<file path="src/rtl/tc_pkg.sv">
// rtl/tc_pkg.sv - shared types and constants for the tc_timer countdown peripheral
package tc_pkg;

  typedef enum logic [1:0] {
    IDLE = 2'd0,
    LOAD = 2'd1,
    CNT  = 2'd2,
    INT  = 2'd3
  } state_t;

  localparam logic [1:0] REG_CTRL   = 2'd0;
  localparam logic [1:0] REG_PRESET = 2'd1;
  localparam logic [1:0] REG_COUNT  = 2'd2;

  localparam logic [1:0] MODE_ONESHOT = 2'b00;
  localparam logic [1:0] MODE_RELOAD  = 2'b01;

  localparam int CTRL_EN      = 0;
  localparam int CTRL_MODE_LO = 1;
  localparam int CTRL_MODE_HI = 2;
  localparam int CTRL_IM      = 3;

  localparam logic [31:0] TC_BASE_ADDR = 32'h0000_7F00;
  localparam logic [31:0] TC_SIZE      = 32'h0000_000C;

  // Bridge-side decode helper for a byte address.
  function automatic logic tc_addr_hit(input logic [31:0] byte_addr);
    return (byte_addr >= TC_BASE_ADDR) && (byte_addr < TC_BASE_ADDR + TC_SIZE);
  endfunction

endpackage

</file>
<file path="src/rtl/tc_timer.sv">
// rtl/tc_timer.sv - memory-mapped 32-bit countdown timer with one-shot/auto-reload irq
module tc_timer
  import tc_pkg::*;
(
  input  logic        clk,
  input  logic        reset,
  input  logic [31:2] addr,
  input  logic        we,
  input  logic [31:0] wdata,
  output logic [31:0] rdata,
  output logic        irq
);

  logic [3:0]  ctrl;
  logic [31:0] preset;
  logic [31:0] count;
  logic        irq_flag;

  state_t state, next_state;

  logic load_count, dec_count, set_flag, clr_flag, clr_en;

  logic [1:0] reg_sel;
  logic [1:0] mode;
  logic       wr_ctrl, wr_preset;
  logic       addr_unused;

  assign reg_sel     = addr[3:2];
  assign addr_unused = ^addr[31:4];
  assign mode        = ctrl[CTRL_MODE_HI:CTRL_MODE_LO];
  assign wr_ctrl     = we && (reg_sel == REG_CTRL);
  assign wr_preset   = we && (reg_sel == REG_PRESET);

  assign irq = irq_flag & ctrl[CTRL_IM];

  always_comb begin
    rdata = '0;
    case (reg_sel)
      REG_CTRL:   rdata = {28'd0, ctrl};
      REG_PRESET: rdata = preset;
      REG_COUNT:  rdata = count;
      default:    rdata = '0;
    endcase
  end

  always_ff @(posedge clk or posedge reset) begin
    if (reset) begin
      state <= IDLE;
    end else begin
      state <= next_state;
    end
  end

  always_comb begin
    next_state = state;
    load_count = 1'b0;
    dec_count  = 1'b0;
    set_flag   = 1'b0;
    clr_flag   = 1'b0;
    clr_en     = 1'b0;
    case (state)
      IDLE: begin
        if (ctrl[CTRL_EN]) next_state = LOAD;
      end
      LOAD: begin
        load_count = 1'b1;
        next_state = CNT;
      end
      CNT: begin
        if (!ctrl[CTRL_EN]) begin
          next_state = IDLE;
        end else if (count == '0) begin
          set_flag   = 1'b1;
          next_state = INT;
        end else begin
          dec_count = 1'b1;
        end
      end
      INT: begin
        // Codes 10/11 fall through to one-shot behaviour.
        if (mode == MODE_RELOAD) begin
          clr_flag   = 1'b1;
          next_state = LOAD;
        end else begin
          clr_en     = 1'b1;
          next_state = IDLE;
        end
      end
      default: next_state = IDLE;
    endcase
  end

  // Bus writes are applied after FSM side effects so software always wins.
  always_ff @(posedge clk or posedge reset) begin
    if (reset) begin
      ctrl     <= '0;
      preset   <= '0;
      count    <= '0;
      irq_flag <= 1'b0;
    end else begin
      if (clr_en) ctrl[CTRL_EN] <= 1'b0;
      if (wr_ctrl) ctrl <= wdata[3:0];
      if (wr_preset) preset <= wdata;

      if (load_count) begin
        count <= preset;
      end else if (dec_count) begin
        count <= count - 32'd1;
      end

      if (wr_ctrl || wr_preset) begin
        irq_flag <= 1'b0;
      end else if (set_flag) begin
        irq_flag <= 1'b1;
      end else if (clr_flag) begin
        irq_flag <= 1'b0;
      end
    end
  end

endmodule

</file>
<file path="config.mk">
export PLATFORM = sky130hd
export DESIGN_NAME = tc_timer
export DESIGN_NICKNAME = d
export VERILOG_FILES = /design/src/rtl/tc_pkg.sv /design/src/rtl/tc_timer.sv
export SDC_FILE = /design/constraint.sdc
export NUM_CORES = 1
export LEC_CHECK = 0
export ABC_AREA = 1
export CAP_MARGIN = 20
export CORE_MARGIN = 4
export CORE_UTILIZATION = 55
export DETAILED_ROUTE_END_ITERATION = 12
export GPL_TIMING_DRIVEN = 0
export PLACE_DENSITY = 0.92
export SLEW_MARGIN = 10
export SYNTH_ARGS = -nofsm -noshare
export SYNTH_HDL_FRONTEND = slang
export SYNTH_SLANG_ARGS = --single-unit
</file>
<file path="constraint.sdc">
create_clock -name clk -period 3.93 [get_ports clk]
set_clock_uncertainty 0.2 [all_clocks]
set_input_delay 0.393 -clock clk [delete_from_list [all_inputs] [get_ports clk]]
set_output_delay 0.393 -clock clk [all_outputs]
set_load 0.05 [all_outputs]
</file>
# Word-level counts from Yosys, hierarchy flattened
# Cells that the tools add are included.
[classes]
mux = 24
n_reduce_logical = 10
n_addsub = 1
eq_ne = 8
bitwise_logic = 1
[ops]
columns = ["op", "count"]
rows = [
  ["one-hot mux 32 bit (3 select lines)", 1],
  ["2-to-1 mux 32 bit", 2],
  ["zero test 32 bit", 1],
  ["subtractor 32 x 1 -> 32 bit, second input constant", 1],
  ["2-to-1 mux 1 bit", 17],
  ["one-hot mux 2 bit (4 select lines)", 1],
  ["equality test 2 x 1 -> 1 bit, second input constant", 3],
  ["equality test 2 bit, second input constant", 3],
  ["2-to-1 mux 2 bit", 3],
  ["zero test 2 bit", 2],
  ["nonzero test 2 bit", 2],
  ["inequality test 3 bit, second input constant", 1],
  ["nonzero test 3 bit", 1],
  ["logical AND 1 bit", 2],
  ["inequality test 2 bit, second input constant", 1],
  ["AND reduction 2 bit", 1],
  ["AND 1 bit", 1],
  ["logical OR 1 bit", 1],
]
[word_totals]
register_bits = 71
out_inout_bits = 33
wordCells = 50
input_bits = 65

# Depth between registers and ports, before layout
# Gate-level depths: netlist of the first run.
[depth]
word_depth = 6
ltp_mapped = 11
mapped_depth_nobuf = 11

# Worst setup path after synthesis of the first run
# OpenSTA, ideal clock, no wires.
[synth_timing]
path_type = "input -> output"
startpoint = "in addr[3] in the netlist's numbering"
endpoint = "out rdata[17]"
path_slack_ps = 1344
n_path_buf = 2
cell_stages = 4
required_time_ps = 3337
arrival_time_ps = 1993
path_cell_list = "buf_2 > nand2_1 > clkbuf_1 > o21ai_0"
[synth_between]
elab_chain_len = 2
word_cells_on_any_way = 4
cone_classes = "2 x eq/ne; 1 x mux; 1 x reduce/logical"
[synth_rtl]
columns = ["element", "line_no", "text"]
rows = [
  ["start: declaration", "tc_timer.sv:7", "input logic [31:2] addr,"],
  ["equality test 2 bit, or another cell as far along", "tc_timer.sv:38", "case (reg_sel)"],
  ["one-hot mux 32 bit (3 select lines) (*)", "tc_timer.sv:38", ""],
  ["end: declaration", "tc_timer.sv:10", "output logic [31:0] rdata,"],
]
# Every way passes the cells marked *; elsewhere a longest branch is shown, timed or not.

# Final worst setup path of the first run
[layout_timing]
startpoint = "in addr[2] in the netlist's numbering"
endpoint = "out rdata[4]"
# Same word-level chain as after synthesis.

==> results by group, run 1 <==
Logic synthesis
  • Synth Instances: around 600
  • Syn Area/Cell: 7.25 µm²
  • Synthesized Nets: about 650
  • Synth warnings: 0
  • Yosys top cell by area: dfrtp_1
  • Synth unique cells: 23
  • Sequential area share after synthesis: approximately two fifths
  • Largest family of logic cells by synthesized area: simple AND/OR/NAND/NOR gates
  • Flops & latches, synth: a little over 70
  • Area contributors post-synth: dfrtp_1 (42%), nand2_1 (16%), nand3_1 (10%)
  • Post-synthesis xor/xnor area fraction: 3.09%
  • Syn Std Cell Area: 4260 µm²
  • Adder-Cell Fraction of Synth Area: 0.294%
  • Synth Area in Compound Gates: 6.61%
  • Fraction of synthesized area in multiplexers: 6.08%
  • Simple-Gate Fraction of Synth Area: between 30% and 40%
  • Post-synth top area share: 41.7%

Timing
  • RSZ-0062 raised after global routing: no
  • Max transition margin: 54.7%
  • Final Hold Vio Count: 0
  • Setup TNS: 0 ps
  • Finish-stage setup viols: 0
  • Final period util: 97.0%
  • Slew @ Worst Pin: 679 ps
  • PnR worst setup slack: 120 ps
  • Hold Slack: 187 ps
  • Final Slew Violations: 0
  • Post-layout min period: 3810 ps
  • FMAX: 262 MHz

Clock tree
  • Clock-pin slew on the worst setup and hold paths: 80 ps
  • H-tree levels: 3
  • CTS tree: built
  • Root buffer cell: clkbuf_8
  • Cts hold-fix bufs: 0
  • Inserted Clock Buffers: 9
  • CTS max path bufs: 2
  • Worst skew pair latency: 350 ps
  • Clock tree sinks: 71

Routing
  • Remaining routing DRC violations: 0
  • Pre-antenna DRT Iters: 5
  • Final WL: 13,000 µm
  • Vias per cell: ~5.6
  • Antenna viol nets, final: 0
  • Via count: 4,353
  • Wire length per cell: approximately 17 µm
  • Starting DRT DRC Count: 428

Floorplanning
  • Area of the die: about 9200 µm²
  • Initial Util: 57.8%
  • Row cnt: 31
  • I/O pin count: 98
  • Die Height: 96.0 µm
  • Die width: 96.0 µm
  • Core area: 7370 µm²

Setup path
  • Worst path cell trace: clkdlybuf4s50_1, inv_1, nor2_1, clkbuf_1, clkbuf_2, nand2_1, o21ai_0, clkdlybuf4s50_1
  • Critical path class: input pin to primary output
  • Most used cell, CP: clkdlybuf4s50_1
  • CP required: 3340 ps
  • Arr. time, crit path: 3220 ps
  • Crit path max-delay cell type: clkdlybuf4s50_1
  • Endpoint class of the critical path: primary output
  • Worst setup SP type: input pin
  • Slowest Stage Delay on Critical Path: 870 ps
  • Crit path max fanout: 10

Placement
  • Buffers added on ports: between 60 and 70
  • Placement Setup Slack: ~37 ps
  • Gp weighted congestion: between 0.9 and 1
  • Placed instance count: 755
  • DP Wirelength: about 9700 µm

Global routing
  • Initial antenna violation count: 0
  • Largest net degree at the start of global routing: slightly above 40
  • First-pass GRT wire length: 20,800 µm
  • Total Routing Usage GR: a little under 30%
  • Vias in the first global route: 4,263
  • Grt total ovfl: 0

Cells and area
  • Non-Filler Instances: 771
  • # fillers: 608
  • P&R area growth vs syn: 23.5%
  • Nets: 733
  • Inserted Diodes: 0
  • Share of layout cells above drive strength 1: 9.08%

Run
  • Max-cap violations: 0

Pwr
  • Comb power frac: around 49%
  • Net Switching: 1.69 mW
  • Power Density: 655 nW/µm²
  • Power Internal: roughly 1.8 mW
  • Net Sw Frac: 49.0%
  • Reg power frac: between 30% and 40%
  • Lkg Pwr: 2.44 nW
  • Clock network power share: 15.7%
  • Max rail drop VDD: between 0.3 and 0.4 mV

Outcome
  • Status: finished, final reports clean

Min path
  • Worst Hold Class: input pin to async pin
[per-stage QoR]
stage               util, %  cell area (µm²)  power [mW]
finish                 71.4             5260        3.44
global route           71.4             5260        3.67
CTS                    71.3             5260        3.42
detailed placement     69.0             5080        2.87
global placement       68.7             5060        2.80
floorplan                 -             4260        2.36
[power by group through the flow]
stage | logic (mW) | registers [mW] | clock network, mW
after detailed placement | 1.65 | 1.22 | 0
after global placement | 1.59 | 1.21 | 0
final | 1.68 | 1.22 | 0.540
after global routing | 1.85 | 1.25 | 0.573
after floorplan | 1.21 | 1.15 | 0
after CTS | 1.66 | 1.21 | 0.543
[area by class of cell]
| class | instances | area [µm²] | share of cell area (%) |
|---|---|---|---|
| Multi-Input combinational cell | 442 | 2170 | 41.3 |
| Sequential cell | 71 | 1780 | 33.8 |
| Timing Repair Buffer | 69 | 701 | 13.3 |
| Inverter | 52 | 198 | 3.76 |
| Clock buffer | 9 | 124 | 2.36 |
| Tap cell | 99 | 124 | 2.36 |
| Buffer | 22 | 116 | 2.21 |
| Clock inverter | 7 | 48.8 | 0.928 |
[cells in the final DEF, fill, tap and decap left out, types with 3 or more instances in the layout]
cell type          n
xor2_1            15
clkbuf_1          10
clkbuf_8           9
inv_1             50
nand3_1           86
dfrtp_1           71
mux2_2            23
o22ai_1            5
nand2_1          186
o21ai_0           33
buf_6              3
nor2_2             3
a21oi_1            7
nor2_1            68
o211ai_1           3
clkdlybuf4s50_1   68
nand4_1            6
clkinv_2           3
buf_2              7
[worst paths after layout]
check / start / to / slack, ps / cells past startpoint
setup / recovery: addr[2] / rdata[4] / 120 / 8
min in group clk: preset[27] / count[27] / 290 / 2
hold / removal: reset / ctrl[3] / 190 / 2
hold reg to reg: preset[27] / count[27] / 290 / 2
setup reg to reg: count[0] / count[22] / 1690 / 10
max in group asynchronous: reset / preset[20] / 2790 / 3
[flip-flops by register name, indices dropped and copies added, names as in the netlist]
signal and cells:
ctrl 4, irq_flag 1, state 2, count 32, preset 32
[critical path, delay by kind of cell]
family,cells,cell delay [ps]
buffers and inverters,5,2440
AOI/OAI and AO/OA,1,140
and+or+nand+nor,2,230
[layer usage]
layer / vias to the layer above / global-route usage, % / routed length (µm)
met4: 0 / 12.7 / 399
met2: 231 / 49.6 / 6200
met3: 38 / 3.36 / 905
met1: 2037 / 38.6 / 5460
met5: - / 0 / 0
li1: 2047 / - / -
[cell usage after synthesis]
cell type and n:
a21oi_1 7, buf_2 7, buf_6 3, clkbuf_1 12
clkinv_1 1, dfrtp_1 71, ha_1 1, inv_1 51
mux2_2 23, nand2_1 186, nand2_2 1, nand3_1 86
nand3_4 1, nand4_1 6, nor2_1 68, nor2_2 3
nor2_4 2, o211ai_1 3, o21ai_0 33, o21bai_4 1
o22ai_1 5, o311ai_0 1, xor2_1 15
[kinds of logic (layout without fill, tap and decap cells)]
family / after synthesis / after routing
AO/OA/AOI/OAI: 50 / 50
XOR/XNOR: 15 / 15
adder cells (fa/ha/maj): 1 / 1
buffers and inverters: 74 / 159
flip-flops: 71 / 71
multiplexers: 23 / 23
AND/OR/NAND/NOR: 353 / 353
[what timing repair did]
action                     CTS  global route
setup endpoints to repair    0            20
gates resized for setup      0             4
setup buffers                0             0
(Power assumes the default switching activity.)
==> run 2, diff against run 1 <==
--- a/config.mk
+++ b/config.mk
@@ -8,10 +8,10 @@
 export ABC_AREA = 1
 export CAP_MARGIN = 20
 export CORE_MARGIN = 4
-export CORE_UTILIZATION = 55
+export CORE_UTILIZATION = 51
 export DETAILED_ROUTE_END_ITERATION = 12
 export GPL_TIMING_DRIVEN = 0
-export PLACE_DENSITY = 0.92
+export PLACE_DENSITY = 0.86
 export SLEW_MARGIN = 10
 export SYNTH_ARGS = -nofsm -noshare
 export SYNTH_HDL_FRONTEND = slang
==> constraint.sdc (replaced) <==
create_clock -name clk -period 4.15 [get_ports clk]
set_clock_uncertainty 0.2 [all_clocks]
set_input_delay 0.415 -clock clk [delete_from_list [all_inputs] [get_ports clk]]
set_output_delay 0.415 -clock clk [all_outputs]
set_load 0.05 [all_outputs]
==> results by group, run 2 (same netlist as run 1, synthesis figures left out) <==
Outcome
  • Status: finished, final reports clean

Setup path
  • Worst setup SP type: input pin
  • Endpoint class of the critical path: primary output
  • Crit path max-delay cell type: clkdlybuf4s50_1
  • Worst path cell trace: clkdlybuf4s50_1, inv_1, nor2_1, clkbuf_2, clkbuf_1, nand2_1, o21ai_0, clkdlybuf4s50_1
  • Slowest Stage Delay on Critical Path: 860 ps
  • Critical path class: input pin to primary output
  • Arr. time, crit path: approximately 3200 ps
  • Crit path max fanout: 10
  • CP required: 3530 ps
  • Most used cell, CP: clkdlybuf4s50_1

Floorplanning
  • Row cnt: 33
  • Die Height: 99.4 µm
  • I/O pin count: 98
  • Initial Util: 52.1%
  • Die width: ~100 µm
  • Core area: 8180 µm²
  • Area of the die: approximately 9900 µm²

Placement
  • Placement Setup Slack: 193 ps
  • Dpl cell area: between 5000 and 6000 µm²
  • Gp weighted congestion: 0.954
  • Buffers added on ports: about 70
  • Placed instance count: 761
  • DP Wirelength: about 9500 µm

Global routing
  • Largest net degree at the start of global routing: 38
  • First-pass GRT wire length: 20,400 µm
  • Total Routing Usage GR: 26.5%
  • Grt total ovfl: 0
  • Vias in the first global route: 3,972
  • Initial antenna violation count: 0

Timing
  • PnR worst setup slack: 355 ps
  • Max transition margin: 54.4%
  • Finish-stage setup viols: 0
  • Post-layout min period: 3800 ps
  • RSZ-0062 raised after global routing: no
  • Slew @ Worst Pin: a little under 700 ps
  • Final Slew Violations: 0
  • Final Hold Vio Count: 0
  • Setup TNS: 0 ps
  • Hold Slack: 229 ps
  • Final period util: between 90% and 100%
  • FMAX: 264 MHz

Clock tree
  • Clock tree sinks: 71
  • CTS tree: built
  • CTS max path bufs: 2
  • Setup Fix Bufs, Post-CTS: 0
  • Clock-pin slew on the worst setup and hold paths: 70 ps
  • H-tree levels: 3
  • Inserted Clock Buffers: 9
  • Root buffer cell: clkbuf_8
  • Worst skew pair latency: 350 ps

Pwr
  • Power Density: 613 nW/µm²
  • Max rail drop VDD: between 0.3 and 0.4 mV
  • Lkg Pwr: 2.44 nW
  • Tot Pwr: 3.23 mW

Cells and area
  • Share of layout cells above drive strength 1: 8.63%
  • P&R area growth vs syn: 23.8%
  • Nets: approximately 730
  • Post-route cell area: roughly 5300 µm²
  • Inserted Diodes: 0
  • Top flop regs: count (32), preset (32), ctrl (4)
  • # fillers: 726
  • Most common cell after layout, fill and taps aside: nand2_1
  • Most frequent cells in the layout: nand2_1 (186), nand3_1 (86), dfrtp_1 (71), nor2_1 (68), clkdlybuf4s50_1 (68)
  • Fin util: 64.4%
  • Non-Filler Instances: 777

Routing
  • Via count: 4,198
  • Remaining routing DRC violations: 0
  • Wire length per cell: about 16 µm
  • Pre-antenna DRT Iters: 7
  • Vias per cell: 5.40
  • Starting DRT DRC Count: 301
  • Final WL: roughly 13,000 µm
  • Antenna viol nets, final: 0

Run
  • Max-cap violations: 0

Min path
  • Worst Hold Class: input pin to async pin
[run 2: changes by cell type in the layout (fill, tap and decap cells not counted)]
cell / before / now
clkbuf_8: 9 / 11
clkbuf_1: 10 / 13
clkinv_4: 2 / 0
clkinv_2: 3 / 2
inv_6: 1 / 0
clkbuf_2: 2 / 1
[run 2: final timing paths]
kind,slack [ps],startpoint,end,cells past startpoint
max,350,addr[2],rdata[4],8
min,230,reset,ctrl[2],2
max reg2reg,1890,count[0],count[22],10
min reg2reg,300,preset[27],count[27],2
max in group asynchronous,2950,reset,count[24],3
min in group clk,300,preset[27],count[27],2
[run 2: timing repair]
item                                    CTS  global route
resized for setup                         0             2
endpoints found under the setup margin    0             2
hold buffers                              0             0
[run 2: layout make-up]
type,count,area (µm²),area share (%)
Tap cell,105,131,2.49
Clock buffer,13,159,3.02
Timing Repair Buffer,69,701,13.3
Multi-Input combinational cell,442,2170,41.2
Buffer,22,115,2.18
Inverter,52,198,3.75
Sequential cell,71,1780,33.7
Clock inverter,3,17.5,0.332
[run 2: report_power, final]
group	internal [mW]	total [mW]	switching [mW]
Sequential	0.911	1.15	0.242
Combinational	0.533	1.56	1.02
Clock	0.249	0.517	0.269
[run 2: critical path, delay by kind of cell]
| family | cells | cell delay [ps] |
|---|---|---|
| AOI/OAI and AO/OA | 1 | 160 |
| buffers and inverters | 5 | 2330 |
| and+or+nand+nor | 2 | 270 |
[run 2: per-layer routing]
layer	vias to the layer above	track usage, %	share of wire (%)
li1	2052	-	-
met1	1960	36.1	42
met2	163	43.0	48
met3	23	4.56	7.0
met4	0	8.82	2.1
met5	-	0	0
==> run 3, diff against run 2 <==
--- a/config.mk
+++ b/config.mk
@@ -7,7 +7,6 @@
 export LEC_CHECK = 0
 export ABC_AREA = 1
 export CAP_MARGIN = 20
-export CORE_MARGIN = 4
 export CORE_UTILIZATION = 51
 export DETAILED_ROUTE_END_ITERATION = 12
 export GPL_TIMING_DRIVEN = 0
==> results by group, run 3 (same netlist as run 1, synthesis figures left out) <==
Outcome
  • Status: finished, final reports clean

Placement
  • Gp weighted congestion: between 1 and 1.5
  • Dpl cell area: 5090 µm²
  • Buffers added on ports: slightly below 70
  • Placement Setup Slack: about 290 ps
  • DP Wirelength: 9010 µm

Timing
  • RSZ-0062 raised after global routing: no
  • Finish-stage setup viols: 0
  • Final Slew Violations: 0
  • Final Hold Vio Count: 0
  • FMAX: between 200 and 300 MHz
  • Max transition margin: 52.7%
  • Post-layout min period: 3870 ps
  • Setup TNS: 0 ps
  • PnR worst setup slack: 285 ps
  • Slew @ Worst Pin: between 700 and 800 ps
  • Final period util: 93.1%

Cells and area
  • Most frequent cells in the layout: nand2_1 (186), nand3_1 (86), dfrtp_1 (71), nor2_1 (68), clkdlybuf4s50_1 (68)
  • Share of layout cells above drive strength 1: 8.78%
  • P&R area growth vs syn: 24.4%
  • Nets: 733
  • Inserted Diodes: 0
  • Top flop regs: count (32), preset (32), ctrl (4)
  • Most common cell after layout, fill and taps aside: nand2_1
  • # fillers: 687
  • Post-route cell area: 5300 µm²
  • Fin util: 67.1%

Routing
  • Pre-antenna DRT Iters: 5
  • Wire length per cell: between 15 and 20 µm
  • Vias per cell: 5.50
  • Antenna viol nets, final: 0
  • Final WL: about 12,000 µm
  • Remaining routing DRC violations: 0
  • Via count: between 4,000 and 5,000
  • Starting DRT DRC Count: approximately 290

Pwr
  • Max rail drop VDD: 0.381 mV
  • Tot Pwr: 3.30 mW
  • Power Density: a little over 600 nW/µm²
  • Lkg Pwr: 2.45 nW

Setup path
  • Worst setup SP type: input pin
  • FF-to-FF Start: count[0]
  • Endpoint class of the critical path: primary output
  • CP required: between 3000 and 4000 ps
  • Crit path max fanout: 10
  • Arr. time, crit path: 3250 ps
  • FF-to-FF setup slack: between 1500 and 2000 ps
  • CP startpoint: addr[2]
  • R2R cell count: 10
  • Critical path class: input pin to primary output

Clock tree
  • Inserted Clock Buffers: 9
  • Worst skew pair latency: approximately 360 ps
  • Setup Fix Bufs, Post-CTS: 0
  • Clock-pin slew on the worst setup and hold paths: roughly 80 ps
  • Cts hold-fix bufs: 0
  • H-tree levels: 3
  • Post-CTS Resized: 0
  • CTS tree: built
  • Clock tree sinks: between 70 and 80
  • CTS max path bufs: 2
  • Root buffer cell: clkbuf_8

Floorplanning
  • Area of the die: 8720 µm²
  • Die width: 93.4 µm
  • Die Height: approximately 93 µm
  • Initial Util: 54.0%
  • I/O pin count: 98
  • Row cnt: 32
  • Core area: 7890 µm²

Global routing
  • Grt total ovfl: 0
  • First-pass GRT wire length: 20,000 µm
  • Initial antenna violation count: 0
  • Total Routing Usage GR: 30.1%
  • Vias in the first global route: 4,089
  • Largest net degree at the start of global routing: 41

Min path
  • Worst Hold Class: input pin to async pin

Run
  • Max-cap violations: 0
run 3: path summary, 6_finish.rpt:
check / endpoint
setup / recovery: rdata[17]
hold / removal: preset[4]
setup reg to reg: count[5]
hold reg to reg: count[29]
max in group asynchronous: preset[15]
min in group clk: count[29]
run 3: layout make-up:
cell class              count  area [µm²]  area share, %
multi-input cells         442        2170           41.0
clock inverters             5        56.3           1.06
repair buffers             69         701           13.2
well taps                 102         128           2.41
inverters                  52         198           3.73
clock buffers              11         151           2.86
flip-flops and latches     71        1780           33.6
plain buffers              22         114           2.15
run 3: critical path, stage by stage:
cell	delay (ps)
clkdlybuf4s50_1	470
inv_1	130
nor2_1	160
clkbuf_1	480
clkbuf_1	540
nand2_1	90
o21ai_0	120
clkdlybuf4s50_1	840
run 3: stage by stage:
stage               std cells  hold slack, ps
floorplan                 587             265
global placement          757             277
detailed placement        758             285
CTS                       774             214
global route              774             252
finish                    774             199
run 3: layer usage:
metal  vias up  routed length (µm)  GRT usage [%]  part of all wire [%]
met3        33                1020           7.07                   8.4
li1       2049                   -              -                     -
met5         -                   0              0                     0
met4         0                 330           12.3                   2.7
met2       202                5790           49.0                    47
met1      1976                5070           38.5                    41
run 3: report_power, final:
group	internal (mW)	switching, mW
Sequential	0.911	0.244
Combinational	0.533	1.03
Clock	0.309	0.278
Total	1.75	1.55
